<file path="src/rtl/fetch_decode_pipe.sv">
// ============================================================================
// fetch_decode_pipe : PC, F/D and D/X latches of the CPU front end
// Chooses freeze / flush / bubble / advance each cycle.  Rev 1.0
// ============================================================================
`default_nettype none

module fetch_decode_pipe #(
    parameter int          PC_WIDTH  = 32,
    parameter int          CNT_WIDTH = 16,
    parameter logic [31:0] NOP       = 32'h0000_0000
) (
    input  logic                 clock,
    input  logic                 reset_n,
    output logic [PC_WIDTH-1:0]  imem_addr,
    input  logic [31:0]          imem_data,
    input  logic                 ld_stall,
    input  logic                 md_busy,
    input  logic                 br_taken,
    input  logic [PC_WIDTH-1:0]  br_target,
    output logic [PC_WIDTH-1:0]  pc,
    output logic [31:0]          fd_ir,
    output logic [PC_WIDTH-1:0]  fd_pc,
    output logic [31:0]          dx_ir,
    output logic [PC_WIDTH-1:0]  dx_pc,
    output logic [CNT_WIDTH-1:0] stall_cnt,
    output logic [CNT_WIDTH-1:0] flush_cnt
);

    localparam logic [1:0] MODE_ADVANCE = 2'd0;
    localparam logic [1:0] MODE_BUBBLE  = 2'd1;
    localparam logic [1:0] MODE_FLUSH   = 2'd2;
    localparam logic [1:0] MODE_FREEZE  = 2'd3;

    localparam logic [PC_WIDTH-1:0]  PC_ONE  = {{(PC_WIDTH-1){1'b0}}, 1'b1};
    localparam logic [CNT_WIDTH-1:0] CNT_ONE = {{(CNT_WIDTH-1){1'b0}}, 1'b1};
    localparam logic [CNT_WIDTH-1:0] CNT_MAX = {CNT_WIDTH{1'b1}};

    logic [1:0]          mode;
    logic [PC_WIDTH-1:0] pc_inc;

    assign imem_addr = pc;
    assign pc_inc    = pc + PC_ONE;

    // md_busy outranks the redirect: execute cannot resolve a branch while
    // it is occupied by a multdiv, so br_taken is meaningless then.
    always_comb begin
        mode = MODE_ADVANCE;
        if (md_busy)
            mode = MODE_FREEZE;
        else if (br_taken)
            mode = MODE_FLUSH;
        else if (ld_stall)
            mode = MODE_BUBBLE;
    end

    always_ff @(posedge clock) begin
        if (!reset_n) begin
            pc        <= '0;
            fd_ir     <= NOP;
            fd_pc     <= '0;
            dx_ir     <= NOP;
            dx_pc     <= '0;
            stall_cnt <= '0;
            flush_cnt <= '0;
        end else begin
            case (mode)
                MODE_ADVANCE: begin
                    pc    <= pc_inc;
                    fd_ir <= imem_data;
                    fd_pc <= pc_inc;
                    dx_ir <= fd_ir;
                    dx_pc <= fd_pc;
                end
                MODE_BUBBLE: begin
                    dx_ir <= NOP;
                    dx_pc <= fd_pc;
                    if (stall_cnt != CNT_MAX)
                        stall_cnt <= stall_cnt + CNT_ONE;
                end
                MODE_FLUSH: begin
                    // Any coincident ld_stall belongs to a squashed instruction.
                    pc    <= br_target;
                    fd_ir <= NOP;
                    fd_pc <= br_target;
                    dx_ir <= NOP;
                    dx_pc <= br_target;
                    if (flush_cnt != CNT_MAX)
                        flush_cnt <= flush_cnt + CNT_ONE;
                end
                default: begin
                end
            endcase
        end
    end

endmodule

`default_nettype wire

</file>
<file path="config.mk">
export PLATFORM = sky130hd
export DESIGN_NAME = fetch_decode_pipe
export DESIGN_NICKNAME = d
export VERILOG_FILES = /design/src/rtl/fetch_decode_pipe.sv
export SDC_FILE = /design/constraint.sdc
export NUM_CORES = 1
export LEC_CHECK = 0
export CORE_ASPECT_RATIO = 0.5
export CORE_MARGIN = 2
export CORE_UTILIZATION = 45
export CTS_CLUSTER_SIZE = 40
export DETAILED_ROUTE_END_ITERATION = 8
export PLACE_DENSITY = 0.9
export REMOVE_ABC_BUFFERS = 1
export SYNTH_ARGS = -nofsm -noshare
export SYNTH_HDL_FRONTEND = slang
export SYNTH_SLANG_ARGS = --single-unit
</file>
<file path="constraint.sdc">
create_clock -name clock -period 5.51 [get_ports clock]
set_clock_uncertainty 0.2 [all_clocks]
set_input_delay 1.653 -clock clock [delete_from_list [all_inputs] [get_ports clock]]
set_output_delay 1.653 -clock clock [all_outputs]
set_load 0.05 [all_outputs]
</file>
== Yosys cells after proc, flatten, opt, wreduce, memory -nomap -nowiden ==
Index checks and enable logic that the tools add are counted.

* Add/subtract/negate cells: 3
* Equal/unequal tests: 4
* Muxes and demuxes: 7
* Reduce and logical (&&, ||, !) cells: 8

{| class="wikitable"
|+ Operator list
! kind !! count
|-
| $pmux 32 s2 || 4
|-
| $add 16x1->16 const B || 2
|-
| $add 32x1->32 const B || 1
|-
| $ne 16x16->1 const B || 2
|-
| $reduce_bool 2->1 || 3
|-
| $mux 2 || 2
|-
| $reduce_and 2->1 || 2
|-
| $reduce_or 2->1 || 2
|-
| $eq 2x1->1 const B || 1
|-
| $eq 2x2->1 const B || 1
|-
| $logic_not 2->1 || 1
|-
| $mux 1 || 1
|}

* Flip-flop bits (word level): 160
* Input port bits: 69
* Output and inout bits: 224
* Logic and storage cells: 28

== Longest topological paths before layout ==
Gate-level depths: netlist of the first run.

* Depth in word-level cells: 6
* Depth in mapped cells: 14
* Gate-level depth less buffers: 9

== Worst setup path before layout of the first run ==
Ideal clock, no wire load.

* Path kind: input to register
* Start: in ld_stall
* End: reg fd_pc[31]
* Setup time: 125 ps
* Data arrival time: 4,126 ps
* Required time: 5,185 ps
* Path slack: 1,059 ps
* Stages: 13
* Buffers on the path: 4
* Cell sequence: nor2b_1 > or2_2 > clkbuf_1 > inv_1 > buf_2 > buf_2 > ha_1 > clkbuf_1 > inv_1 > nor3_2 > mux2_2 > o211ai_1 > o31ai_1

* Cells in the longest elaborated chain, start to end: 5
* Elaborated cells between the ends (all ways): 7
* Classes of those cells: 1 x eq/ne; 4 x mux; 2 x reduce/logical

{| class="wikitable"
|+ RTL lines
! what !! line !! source
|-
| from (decl) || 16 || <nowiki>input logic ld_stall,</nowiki>
|-
| $mux 1 (*) || 52 || <nowiki>else if (ld_stall)</nowiki>
|-
| $mux 2 (*) || 50 || <nowiki>else if (br_taken)</nowiki>
|-
| $mux 2 (*) || 48 || <nowiki>if (md_busy)</nowiki>
|-
| $eq 2x2->1 / $logic_not 2->1 (equally long branches) || 66 || <nowiki>case (mode)</nowiki>
|-
| $pmux 32 s2 / $reduce_bool 2->1 (equally long branches) || -- ||
|-
| to (signal assigned) || 70 || <nowiki>fd_pc <= pc_inc;</nowiki>
|-
| to (signal assigned) || 84 || <nowiki>fd_pc <= br_target;</nowiki>
|-
| to (decl) || 22 || <nowiki>output logic [PC_WIDTH-1:0] fd_pc,</nowiki>
|}

Every way passes the cells marked *; elsewhere a longest branch is shown, timed or not.
A chain may end at the register's enable or synchronous reset.

== Final worst setup path of the first run ==
* Start: in br_taken
* End: reg stall_cnt[14]

* Cells in the longest elaborated chain, start to end: 4

{| class="wikitable"
|+ RTL lines
! what !! line !! source
|-
| from (decl) || 18 || <nowiki>input logic br_taken,</nowiki>
|-
| $mux 2 || 50 ||
|-
| $mux 2 || 48 ||
|-
| $eq 2x1->1 || 66 ||
|-
| $reduce_and 2->1 (no line) || -- ||
|-
| to (signal assigned) || 78 || <nowiki>stall_cnt <= stall_cnt + CNT_ONE;</nowiki>
|-
| to (decl) || 25 || <nowiki>output logic [CNT_WIDTH-1:0] stall_cnt,</nowiki>
|}

No other way between the ends.

==> results.md, run 1 <==
- The run finished with clean final reports.
- The most used flip-flop cell after synthesis is sky130_fd_sc_hd__dfxtp_1.
- Buffers inserted to repair hold after CTS numbered 0.
- The data arrival time at the worst-slack endpoint is 4.44 ns.
- In the routed design, unresolved DRC markers number 0.
- Max-cap violations in this run came to 0.
- After clock tree synthesis, the setup repair step added 0 buffers.
- The via-per-instance ratio is 5.73.
- The weighted congestion at the end of routability-driven global placement is 0.873.
- The CTS clock-pin slew for the worst setup and hold paths is 0.07 ns.
- The maximum fanout encountered on the critical timing path is 71.
- The placeable core region is 16700 µm².
- The largest individual stage delay along the critical path comes from the cell sky130_fd_sc_hd__buf_4.
- The initial core utilization is 46.9%.
- In the synthesized netlist, the number of instances is 983.
- The source-to-sink clock delay at the later pin of the worst-skew pair is 0.42 ns.
- The number of max-slew violations in the final report is 0.
- In this run the remaining antenna-violating nets after routing total 0.
- The number of fill cells in the layout is 1326.
- The violation count after the first detailed-route iteration is 840.
- The proportion of synthesized flip-flops having asynchronous set or reset is 0%.
- The library cell used most frequently in the layout, excluding fill and tap cells, is sky130_fd_sc_hd__clkdlybuf4s50_1.
- The worst supply voltage drop on vdd is 0.000210 V.
- The post-synthesis to final-layout area growth is 40.2%.
- The design area is 11000 µm².
- Cells fill 65.7% of the core in the end.
- The number of warnings reported in the yosys synthesis log is 0.
- In this run the power density over the cells is 293 nW/µm².
- The final antenna diode count is 0.
- Counting flops and latches in the post-synthesis netlist gives 160.
- The horizontal die dimension is 190 µm.
- The port buffer count is 292.
- Of the synthesized area, sequential elements account for 41.0%.
- The maximum number of pins on one net before global-route repair is 78.
- The deepest clock path buffer count is 2.
- Counting I/O delays and the setup requirement, the final critical path takes 4.32 ns.
- Measured along the y axis, the die boundary spans 97.2 µm.
- The critical path is of the in2reg type.
- The total wire length is 24.9 mm.
- The kind of end point of the critical path is a flop.
- The global routing usage summed across all routing layers is 26.3%.
- In this run the number of H-tree levels came out at 4.
- Counting distinct cell types in the post-synthesis netlist gives 56.
- Counting both buffers and inverters, the worst setup path holds a total of 2.
- The routed via count is 8072.
- In the layout the commonest cells are sky130_fd_sc_hd__clkdlybuf4s50_1, sky130_fd_sc_hd__dfxtp_1, sky130_fd_sc_hd__a21oi_1, sky130_fd_sc_hd__nand2_1, sky130_fd_sc_hd__nor2_1.
- The reported leakage power is 3.71 nW.
- The normalized max-slew margin is 42.2%.
- TritonCTS built the clock tree.
- The cell at the root of the clock tree is sky130_fd_sc_hd__clkbuf_16.
- The initial antenna violation count is 0.
- The worst hold path belongs to the class reg2reg.
- The critical path's largest stage delay is 0.61 ns.
- The required arrival time at the worst endpoint is 5.63 ns.
- The standard-cell row count is 33.
- The number of buffers inserted during clock tree synthesis is 17.
- The net count reported at finish is 1244.
- In this run the cell area measured after placement is 10300 µm².
- The first global-routing pass estimated 40.0 mm of wire.
- The category of the worst setup path launch point is an input pin.
- The die area is 18500 µm².
- The critical path goes through clkdlybuf4s50_1 > nor2b_1 > or2_2 > buf_4 > ha_1 > nand4_1 > nor3_1 > a21oi_1 > a311oi_1.
- The post-cts gate resize count is 0.
- Setup repair after global routing left no endpoint under its margin.
- The routed length per placed instance is 17.7 µm.
- After synthesis the cells add up to 7820 µm².
- In this run, synthesis inferred 0 flip-flops with an integrated enable.
- Global routing finished with a remaining overflow of 0.
- The final count of negative-setup-slack endpoints is 0.
- The number of top-level design ports is 293.
- The number of search-and-repair iterations in the first detailed-routing pass is 6.
- Once detailed placement completed, the half-perimeter wirelength came to 17.1 mm.
- The proportion of layout cells with a drive suffix above 1 is 4.91%.
- The highest clock frequency the design can meet is 231 MHz.
- CTS saw 160 sinks.
- The cell family contributing the most delay on the critical path is buffers and inverters.
- The hold violation count in the final report is 0.
- The final critical path takes up 78.4% of the cycle.
- The via count of the first global-routing pass is 7684.
- At the pin with the least slew margin, the transition time is 0.860 ns.
- The average footprint of a synthesized cell is 7.95 µm².
==> final cells by class <==
cell class | instances | area [µm²] | share of cell area (%)
repair buffers | 302 | 2990 | 27.3
well taps | 227 | 284 | 2.59
clock buffers | 21 | 460 | 4.20
multi-input cells | 673 | 3810 | 34.7
inverters | 15 | 57.6 | 0.525
clock inverters | 11 | 155 | 1.42
flip-flops and latches | 160 | 3200 | 29.2
==> state kept, by name, indices dropped and copies added (netlist names) <==
name / flops
dx_ir: 32
dx_pc: 32
fd_ir: 32
flush_cnt: 16
stall_cnt: 16
fd_pc: 32
==> per-layer routing <==
layer	global-route usage (%)	wire [µm]	vias up
met4	11.4	786	0
li1	-	-	3808
met1	32.1	9980	3878
met3	3.97	1420	65
met5	0	0	-
met2	46.2	12700	321
==> per-stage QoR <==
stage	instances	setup TNS [ns]	worst slack, ns	hold slack (ns)	power [mW]
6_report	1409	0	1.19	0.265	3.21
4_1_cts	1409	0	1.25	0.266	3.22
2_1_floorplan	848	-146.23	-2.44	0.483	1.72
3_5_place_dp	1377	0	0.820	0.258	2.01
3_3_place_gp	1377	0	0.904	0.248	1.99
5_1_grt	1409	0	0.961	0.288	3.32
==> path summary, 6_finish.rpt <==
check,start,end,slack [ns],cells after the start
worst max-delay path,br_taken,stall_cnt[14]$_SDFFE_PN0P_,1.19,9
worst min register to register,fd_ir[27]$_SDFFE_PN0P_,fd_ir[27]$_SDFFE_PN0P_,0.26,2
worst max register to register,fd_pc[12]$_SDFFE_PN0P_,fd_pc[24]$_SDFFE_PN0P_,2.86,5
worst min-delay path,fd_ir[27]$_SDFFE_PN0P_,fd_ir[27]$_SDFFE_PN0P_,0.26,2
==> synthesized netlist by cell type, types with 2 or more instances <==
cell                       number  share of area (%)
sky130_fd_sc_hd__a211oi_1       5               0.48
sky130_fd_sc_hd__a21o_1         3               0.29
sky130_fd_sc_hd__a21oi_1      113                7.2
sky130_fd_sc_hd__a221oi_1       2               0.22
sky130_fd_sc_hd__a22oi_1        3               0.29
sky130_fd_sc_hd__a311oi_1       3               0.34
sky130_fd_sc_hd__a31oi_1       30                2.4
sky130_fd_sc_hd__a32o_1         5               0.64
sky130_fd_sc_hd__a41oi_1        4               0.45
sky130_fd_sc_hd__and2_1         4               0.32
sky130_fd_sc_hd__and3_1         7               0.56
sky130_fd_sc_hd__and4_1         2               0.22
sky130_fd_sc_hd__buf_1         12               0.58
sky130_fd_sc_hd__buf_2          5               0.32
sky130_fd_sc_hd__buf_4         64                6.1
sky130_fd_sc_hd__clkbuf_1      54                2.6
sky130_fd_sc_hd__dfxtp_1      160                 41
sky130_fd_sc_hd__ha_1           6               0.96
sky130_fd_sc_hd__inv_1         13               0.62
sky130_fd_sc_hd__inv_2          2              0.096
sky130_fd_sc_hd__mux2i_1       22                2.8
sky130_fd_sc_hd__nand2_1      107                5.1
sky130_fd_sc_hd__nand2b_1       4               0.32
sky130_fd_sc_hd__nand3_1       59                3.8
sky130_fd_sc_hd__nand4_1       15                1.2
sky130_fd_sc_hd__nor2_1        90                4.3
sky130_fd_sc_hd__nor2b_1        4               0.32
sky130_fd_sc_hd__nor3_1        18                1.2
sky130_fd_sc_hd__nor3b_1       32                3.1
sky130_fd_sc_hd__nor4_1        10               0.80
sky130_fd_sc_hd__nor4b_1        2               0.22
sky130_fd_sc_hd__o211ai_1       3               0.29
sky130_fd_sc_hd__o21a_1        10               0.96
sky130_fd_sc_hd__o21ai_0       50                3.2
sky130_fd_sc_hd__o22ai_1        5               0.40
sky130_fd_sc_hd__o311a_1        2               0.26
sky130_fd_sc_hd__o31ai_1        4               0.38
sky130_fd_sc_hd__o41ai_1        6               0.67
sky130_fd_sc_hd__or2_2          4               0.32
sky130_fd_sc_hd__or3_1          4               0.32
sky130_fd_sc_hd__or4_1          5               0.48
sky130_fd_sc_hd__xnor2_1       14                1.6
sky130_fd_sc_hd__xor2_1         3               0.34
==> worst register-to-register path, cell delays in order, from the launching register on <==
cell and delay (ns):
sky130_fd_sc_hd__dfxtp_1 0.55, sky130_fd_sc_hd__nand4_1 0.42, sky130_fd_sc_hd__nor3_1 0.83, sky130_fd_sc_hd__a31oi_1 0.19
sky130_fd_sc_hd__o21a_1 0.20, sky130_fd_sc_hd__o21a_1 0.17
==> power by group <==
| group | switching (mW) | leakage, nW | internal (mW) |
|---|---|---|---|
| sequential | 0.0615 | 1.30 | 1.21 |
| combinational | 0.480 | 2.12 | 0.239 |
| clock | 0.482 | 0.287 | 0.743 |
| total | 1.02 | 3.71 | 2.19 |
==> logic make-up after synthesis <==
kind of cell | share of synthesized area (%)
buf+inv | 10.4
flops | 41.0
compound gates | 19.0
xor+xnor | 1.91
simple gates | 23.8
mux | 2.96
fa+ha+maj | 0.960
No activity file was read; power rests on OpenSTA's default activity.
==> run 2, diff against run 1 <==
==> constraint.sdc (replaced) <==
create_clock -name clock -period 4.1 [get_ports clock]
set_clock_uncertainty 0.2 [all_clocks]
set_input_delay 1.23 -clock clock [delete_from_list [all_inputs] [get_ports clock]]
set_output_delay 1.23 -clock clock [all_outputs]
set_load 0.05 [all_outputs]
==> run 2 against run 1 <==
  * Combinational power up 36%
  * Critical path depth unchanged
  * Register-to-register slack worse by 1.5 ns
  * Largest power group unchanged
  * Critical path type unchanged
  * Highest routed layer unchanged
==> results.md, run 2 (synthesis gave the netlist of run 1 again) <==
- Derived from the worst setup path, the maximum achievable clock frequency is 286 MHz.
- Setup repair after global routing left no endpoint under its margin.
- The horizontal die dimension is 190 µm.
- On the final layout, the worst hold slack is 0.261 ns.
- Along the worst path, the maximum fanout reaches 34.
- The die covers 18500 µm².
- The placeable core region is 16700 µm².
- The post-cts hold buffer count is 0.
- The number of search-and-repair iterations in the first detailed-routing pass is 5.
- The worst path needs 3.50 ns of the cycle, external delays included.
- The proportion of layout cells with a drive suffix above 1 is 5.40%.
- The worst setup path category is in2reg.
- The initial antenna violation count came to 0.
- The worst setup path is launched from an input pin.
- The normalized max-slew margin is 42.6%.
- In this run the number of H-tree levels came out at 4.
- Setup violations remaining at the end of the flow were counted as 0.
- The most common cell after layout, fill and taps aside is sky130_fd_sc_hd__clkdlybuf4s50_1.
- The deepest clock path buffer count is 2.
- The post-synthesis to final-layout area growth is 41.1%.
- After clock tree synthesis, the repair step resized 0 gates.
- The number of max-slew violations in the final report is 0.
- At the pin with the least slew margin, the transition time is 0.854 ns.
- Entering global routing, the biggest net connects 78 pins.
- The critical path's largest stage delay is 0.47 ns.
- The TritonCTS sink count is 160.
- Row generation in the floorplan step produced 33 rows.
- Total power for the finished layout comes to 4.32 mW.
- The global routing usage summed across all routing layers is 26.5%.
- For this block, the initial DRC count from the detailed router was 767.
- The detail route stage leaves a number of antenna-violating nets equal to 0.
- Routability-driven placement finished with a final weighted congestion of 0.882.
- Global routing finished with a remaining overflow of 0.
- The slowest cell on the critical path is sky130_fd_sc_hd__clkdlybuf4s50_1.
- The clock reaches the later pin of the worst-skew pair after 0.41 ns.
- The repair_antennas step left the layout with diodes totalling 0.
- The reported leakage power is 3.75 nW.
- The post-detailed-route DRC marker count is 0.
- The via count of the first global-routing pass came to 7766.
- In the layout the commonest cells are sky130_fd_sc_hd__clkdlybuf4s50_1, sky130_fd_sc_hd__dfxtp_1, sky130_fd_sc_hd__a21oi_1, sky130_fd_sc_hd__nand2_1, sky130_fd_sc_hd__nor2_1.
- In this run the cell area measured after placement is 10400 µm².
- The share of the clock period used by the worst path is 85.2%.
- The clock tree from TritonCTS is built.
- Traced cell by cell, the critical path runs through clkdlybuf4s50_1 > nor2b_1 > or2_2 > buf_4 > ha_1 > nand4_1 > nor3_1 > a21oi_1 > a311oi_1.
- The wire-length estimate of the detail-placed layout is 17.2 mm.
- For the worst setup path, the data arrival time is 3.62 ns.
- After routing the design area is 11000 µm².
- The CTS clock-pin slew for the worst setup and hold paths is 0.08 ns.
- STA classifies the critical path endpoint as a flop.
- In the final timing run, aggregate negative setup slack is 0 ns.
- The global-route wire length before repair is 40.1 mm.
- In the routed layout, each cell is associated on average with a via count of 5.73.
- The number of top-level design ports is 293.
- The total setup buffers inserted after CTS is 0.
- The vertical die dimension is 97.2 µm.
- TritonCTS created 17 clock buffers.
- Wires add up to 25.1 mm.
- The flow ran to the end, and the final reports show no timing, DRC or antenna violations.
- The path type of the worst min-delay path is reg2reg.
- Dividing total power by cell area gives a power density of 392 nW/µm².
- The initial core utilization is 46.9%.
- The tool flagged a number of max-cap violations equal to 0.
- The worst-case IR drop observed on VDD is 0.000272 V.
- In this run the tool buffered the top-level ports with 292 buffer cells.
- The net count reported at finish is 1248.
- The required arrival time at the worst endpoint is 4.23 ns.
- In the final routed layout, each cell accounts on average for 17.8 µm.
- The hold violation count in the final report is 0.
- The routed via count is 8090.
- The tree is rooted in a sky130_fd_sc_hd__clkbuf_16.
## run 2: changes by cell type in the layout (fill, tap and decap cells not counted)
cell | previous run | this run
sky130_fd_sc_hd__clkinv_2 | 1 | 2
sky130_fd_sc_hd__bufinv_16 | 3 | 2
sky130_fd_sc_hd__clkinvlp_4 | 4 | 3
sky130_fd_sc_hd__clkbuf_1 | 2 | 0
sky130_fd_sc_hd__clkbuf_8 | 2 | 0
sky130_fd_sc_hd__inv_6 | 2 | 4
sky130_fd_sc_hd__buf_12 | 0 | 4
sky130_fd_sc_hd__inv_8 | 0 | 3
## run 2: through the flow
stage                     cells  setup WS, ns  utilization [%]
final                      1413         0.605             66.1
after floorplan             848         -3.43                -
after global routing       1413         0.438             66.1
after global placement     1381         0.256             62.5
after detailed placement   1381         0.167             62.5
after CTS                  1413         0.608             66.1
## run 2: critical path: cells and delay by family
kind,cells,cell delay (ns)
adders and majority gates,1,0.31
and+or+nand+nor,4,0.90
AOI/OAI and AO/OA,2,0.36
buffers and inverters,2,0.82
## run 2: final timing paths
kind	end	start	slack, ns	cells past startpoint
max	stall_cnt[14]$_SDFFE_PN0P_	ld_stall	0.60	9
min	dx_pc[28]$_SDFFE_PN0P_	dx_pc[28]$_SDFFE_PN0P_	0.26	2
max reg2reg	fd_pc[16]$_SDFFE_PN0P_	fd_pc[0]$_SDFFE_PN0P_	1.41	6
min reg2reg	dx_pc[28]$_SDFFE_PN0P_	dx_pc[28]$_SDFFE_PN0P_	0.26	2
## run 2: layer usage
metal	GRT usage (%)	vias to the layer above	part of all wire, %	wire [µm]
met5	0	-	0	0
met4	11.2	0	3.0	753
met3	3.79	57	6.1	1540
met2	45.8	356	50	12700
met1	32.9	3857	40	10200
li1	-	3820	-	-
## run 2: layout make-up
class	count	area (µm²)
sequential	160	3200
fill	1315	5660
tap	227	284
inverter	15	57.6
multi-input combinational	673	3810
clock buffer	17	425
timing repair buffer	306	3070
clock inverter	15	174
## run 2: power by group
part	total, mW	internal [mW]	switching [mW]
registers	1.71	1.62	0.0830
logic	0.979	0.332	0.647
clock network	1.64	0.920	0.717
total	4.32	2.87	1.45
==> run 3, diff against run 2 <==
--- a/config.mk
+++ b/config.mk
@@ -8,6 +8,7 @@
 export CORE_ASPECT_RATIO = 0.5
 export CORE_MARGIN = 2
 export CORE_UTILIZATION = 45
+export CTS_BUF_LIST = sky130_fd_sc_hd__clkbuf_4 sky130_fd_sc_hd__clkbuf_8 sky130_fd_sc_hd__clkbuf_16
 export CTS_CLUSTER_SIZE = 40
 export DETAILED_ROUTE_END_ITERATION = 8
 export PLACE_DENSITY = 0.9
==> results of run 3 <==
The final DEF is identical to that of run 2; final timing and power are the same.
